File: src/rtl/saler_3_always.sv
// saler_3_always: coin-operated vending controller.
// Collects credit in half-yuan units and pulses 'out' for one clock on each
// sale. Overpayment is forfeited because the block has no change port.
//
// Ports:
//   CLK  - system clock; all state changes on the rising edge
//   RST  - asynchronous, active-high reset; clears credit and out at once
//   in   - coin code: 00 none, 01 = 1 unit, 10 = 2 units, 11 invalid (ignored)
//   out  - registered one-cycle "transaction success" pulse to the dispenser
//
// Parameter:
//   PRICE - item price in half-yuan units; legal range 2..15
module saler_3_always #(
  parameter int unsigned PRICE = 5
) (
  input  logic       CLK,
  input  logic       RST,
  input  logic [1:0] in,
  output logic       out
);

  localparam int unsigned CREDIT_W = 4;
  localparam int unsigned SUM_W    = 5;

  // Credit value doubles as the FSM state: S0 (idle) .. S(PRICE-1).
  logic [CREDIT_W-1:0] credit;
  logic [CREDIT_W-1:0] credit_nxt;
  logic [SUM_W-1:0]    coin_val_c;
  logic [SUM_W-1:0]    sum_c;
  logic                sale_c;

  // Coin decode; the invalid code is worth nothing, exactly like "no coin".
  always_comb begin
    coin_val_c = '0;
    case (in)
      2'b01:   coin_val_c = SUM_W'(1);
      2'b10:   coin_val_c = SUM_W'(2);
      default: coin_val_c = '0;
    endcase
  end

  // Five-bit sum so credit plus the largest coin never wraps.
  assign sum_c  = SUM_W'(credit) + coin_val_c;
  assign sale_c = (sum_c >= SUM_W'(PRICE));

  // State register.
  always_ff @(posedge CLK or posedge RST) begin
    if (RST) begin
      credit <= '0;
    end else begin
      credit <= credit_nxt;
    end
  end

  // Next state: hold by default; a sale returns to idle and drops any excess.
  always_comb begin
    credit_nxt = credit;
    if (sale_c) begin
      credit_nxt = '0;
    end else begin
      credit_nxt = CREDIT_W'(sum_c);
    end
  end

  // Registered sale pulse; consecutive sales keep it high back to back.
  always_ff @(posedge CLK or posedge RST) begin
    if (RST) begin
      out <= 1'b0;
    end else begin
      out <= sale_c;
    end
  end

endmodule

File: config.mk
export PLATFORM = sky130hd
export DESIGN_NAME = saler_3_always
export DESIGN_NICKNAME = d
export VERILOG_FILES = /design/src/rtl/saler_3_always.sv
export SDC_FILE = /design/constraint.sdc
export NUM_CORES = 1
export LEC_CHECK = 0
export CAP_MARGIN = 20
export CELL_PAD_IN_SITES_DETAIL_PLACEMENT = 0
export CELL_PAD_IN_SITES_GLOBAL_PLACEMENT = 1
export CORE_AREA = 2 2 39 41
export DETAILED_ROUTE_END_ITERATION = 8
export DIE_AREA = 0 0 41 43
export GPL_ROUTABILITY_DRIVEN = 0
export MAX_ROUTING_LAYER = met4
export PLACE_DENSITY_LB_ADDON = 0.1
export SLEW_MARGIN = 10
export SYNTH_ARGS = -nofsm -noshare
export SYNTH_HDL_FRONTEND = slang
export SYNTH_SLANG_ARGS = --single-unit
File: constraint.sdc
create_clock -name CLK -period 2.2 [get_ports CLK]
set_clock_uncertainty 0.2 [all_clocks]
set_input_delay 0.44 -clock CLK [delete_from_list [all_inputs] [get_ports CLK]]
set_output_delay 0.44 -clock CLK [all_outputs]
set_load 0.03 [all_outputs]
==> impl_metrics.csv <==
group,metric,value,unit
final_layout,nNetsFinal,55,
clock_network,cts.clk_slew.worst_paths,0.04,ns
critical_path,cp_max_fo,2,
pwr,power.switching,79.86,µW
logic_synthesis,yosys_register_bits,5,
global_routing,grt_pass1_wl,1138,µm
logic_synthesis,synth-async-reset-ratio,100.0,%
timing,grt_setup_unrepaired,"false",
drt,antenna_left,0,
global_routing,grt_usage,10.49,%
final_layout,fin_cells,63,
pwr,p_leak,0.0002051,µW
pwr,pwr-share-seq,36.2,%
drt,viasPerCell,4.206,
final_layout,layout_common_cells,"buf_4 (6), inv_1 (5), dfrtp_1 (5)",
critical_path,worst_path_max_delay_cell,"or4_1",
timing,max_freq,477.0,MHz
min_path,hold_path_class,"input pin to asynchronous set/reset pin",
placement,placed_cells,58,
floorplan,num_rows,14,
logic_synthesis,ys_seq_area_share,38.17,%
drt,finalWirelength,642,µm
critical_path,cp_top_family,"simple AND/OR/NAND/NOR gates",
final_layout,drive_gt1_share,34.04,%
clock_network,ctsHoldBuffers,0,
global_routing,grt_max_degree,9,
critical_path,critPathBufInv,2,
timing,finalSetupTns,0,ns
clock_network,root_buffer,"clkbuf_4",
drt,wl_per_cell,10.19,µm
drt,drtIter0Drc,8,
pwr,pwr-share-clk,35.3,%
global_routing,grt_overflow_total,0,
clock_network,htree_levels,1,
logic_synthesis,synth-edff-count,0,
timing,drv_slew,0,
clock_network,clkLatencyLatePin,0.24,ns
critical_path,slowest_delay,0.54,ns
logic_synthesis,synthesis.nets,41,
final_layout,syn_to_final_growth,41.22,%
critical_path,crit_required,2.15,ns
floorplan,core_area,1384,µm²
pwr,power,295.7,µW
timing,hold_viol,0,
logic_synthesis,yosys_warnings,0,
pwr,ir_drop,0.3409,mV
global_routing,grt_pass1_vias,281,
critical_path,cp.arrival,2.04,ns
logic_synthesis,syn_inst,34,
logic_synthesis,synth_top_flop_cell,"dfrtp_1",
drt,drc,0,
floorplan,boundaryPins,5,
pwr,power_frac_comb,28.6,%
logic_synthesis,syn_area,327.8,µm²
final_layout,final_common_cell,"buf_4",
clock_network,cts_buffers,3,
final_layout,fillCellCount,155,
drt,vias,265,
final_layout,multi_input_area,193.9,µm²
logic_synthesis,synth_cell_types,20,
critical_path,path_class,"input pin to register",
placement,dp_hpwl,477.8,µm
pwr,p_per_area,638.8,nW/µm²
final_layout,register_area,125.1,µm²
final_layout,diodes,0,
floorplan,die_area,1763,µm²
global_routing,antenna_found_initial,0,
clock_network,cts_buffer_depth,2,
timing,setup-violations-final,0,
floorplan,start_util,23.69,%
clock_network,cts_tree,"done",
floorplan,die_h,43,µm
logic_synthesis,syn_avg_cell_area,9.642,µm²
timing,layout_worst_path_cycle_share,95.29,%
floorplan,die_x,41,µm
critical_path,worstSetupEndpointType,"register",
status,outcome,"complete, no violations",
clock_network,cts_sinks,5,
pwr,switching_share,27.00,%
run,drv_cap,0,
final_layout,post-route-util,33.45,%
placement,numPortBuffers,4,
drt,firstDrtPassIters,2,
critical_path,cp_cell_sequence,"buf_2, nor2b_4, ha_4, inv_2, fa_1, nand2b_1, or4_1, o31ai_2",
timing,period_needed,2.096,ns
critical_path,crit_path_start_kind,"input pin",
pwr,p_int,215.9,µW
[cells by family after synthesis]
| group | Yosys count | synth area share (%) |
|---|---|---|
| simple gates | 11 | 21.37 |
| buf+inv | 7 | 10.30 |
| compound gates | 6 | 12.60 |
| flops | 5 | 38.17 |
| fa+ha+maj | 3 | 13.74 |
| xor+xnor | 1 | 2.672 |
| other cells | 1 | 1.144 |
[worst reg2reg max path, stage by stage (launching register included)]
cell	delay, ns
dfrtp_1	0.38
ha_4	0.16
inv_2	0.03
fa_1	0.50
nand2b_1	0.07
or4_1	0.54
o31ai_2	0.08
[final cells by class]
class	instances	area share, %
Sequential cell	5	27.03
Timing Repair Buffer	10	16.22
Inverter	6	4.865
Tap cell	16	4.324
Multi-Input combinational cell	22	41.89
Clock buffer	4	5.676
[state kept, by name, summed over array words and instances (netlist names)]
name / count
credit: 4
out: 1
[stage by stage]
stage / hold slack (ns) / cell area (µm²) / setup WS, ns
finish: 0.1978 / 462.9 / 0.1037
global route: 0.2206 / 462.9 / 0.03375
CTS: 0.2037 / 440.4 / 0.01077
detailed placement: 0.3589 / 414.1 / -0.4269
global placement: 0.3721 / 414.1 / -0.4640
floorplan: 0.01852 / 327.8 / 0.09029
[final timing paths]
path                           start        end  slack (ns)  cells past startpoint
max                            in[1]  credit[2]        0.10                      8
min                              RST  credit[2]        0.20                      2
max reg2reg                credit[0]  credit[2]        0.15                      6
max in group asynchronous        RST  credit[3]        1.44                      2
min in group CLK           credit[3]  credit[1]        0.36                      1
min reg2reg                credit[3]  credit[1]        0.36                      1
[metal layers]
metal	up-vias	track usage [%]	part of all wire (%)
li1	136	-	-
met1	127	11.26	40
met2	2	15.31	58
met3	0	6.283	2.2
met4	0	4.000	0
met5	-	-	0
[power by group through the flow]
stage / Combinational [µW] / Clock, µW / Sequential, µW
floorplan: 37.9 / 0 / 110
global placement: 75.4 / 0 / 107
detailed placement: 75.8 / 0 / 107
CTS: 80.0 / 110 / 106
global route: 95.5 / 116 / 108
finish: 84.5 / 104 / 107
[cells in the mapped netlist, types with 2 or more instances]
master / number / share of area, %
inv_1: 6 / 6.9
nor2b_1: 3 / 5.7
nand2b_1: 3 / 5.7
dfrtp_1: 5 / 38
ha_1: 2 / 7.6
[timing repair]
action | CTS | global route
resized for setup | 9 | 4
cloned | 0 | 0
endpoints found under the setup margin | 4 | 2
setup buffers | 1 | 0
pin swaps | 3 | 2
No activity file was read; power rests on OpenSTA's default activity.
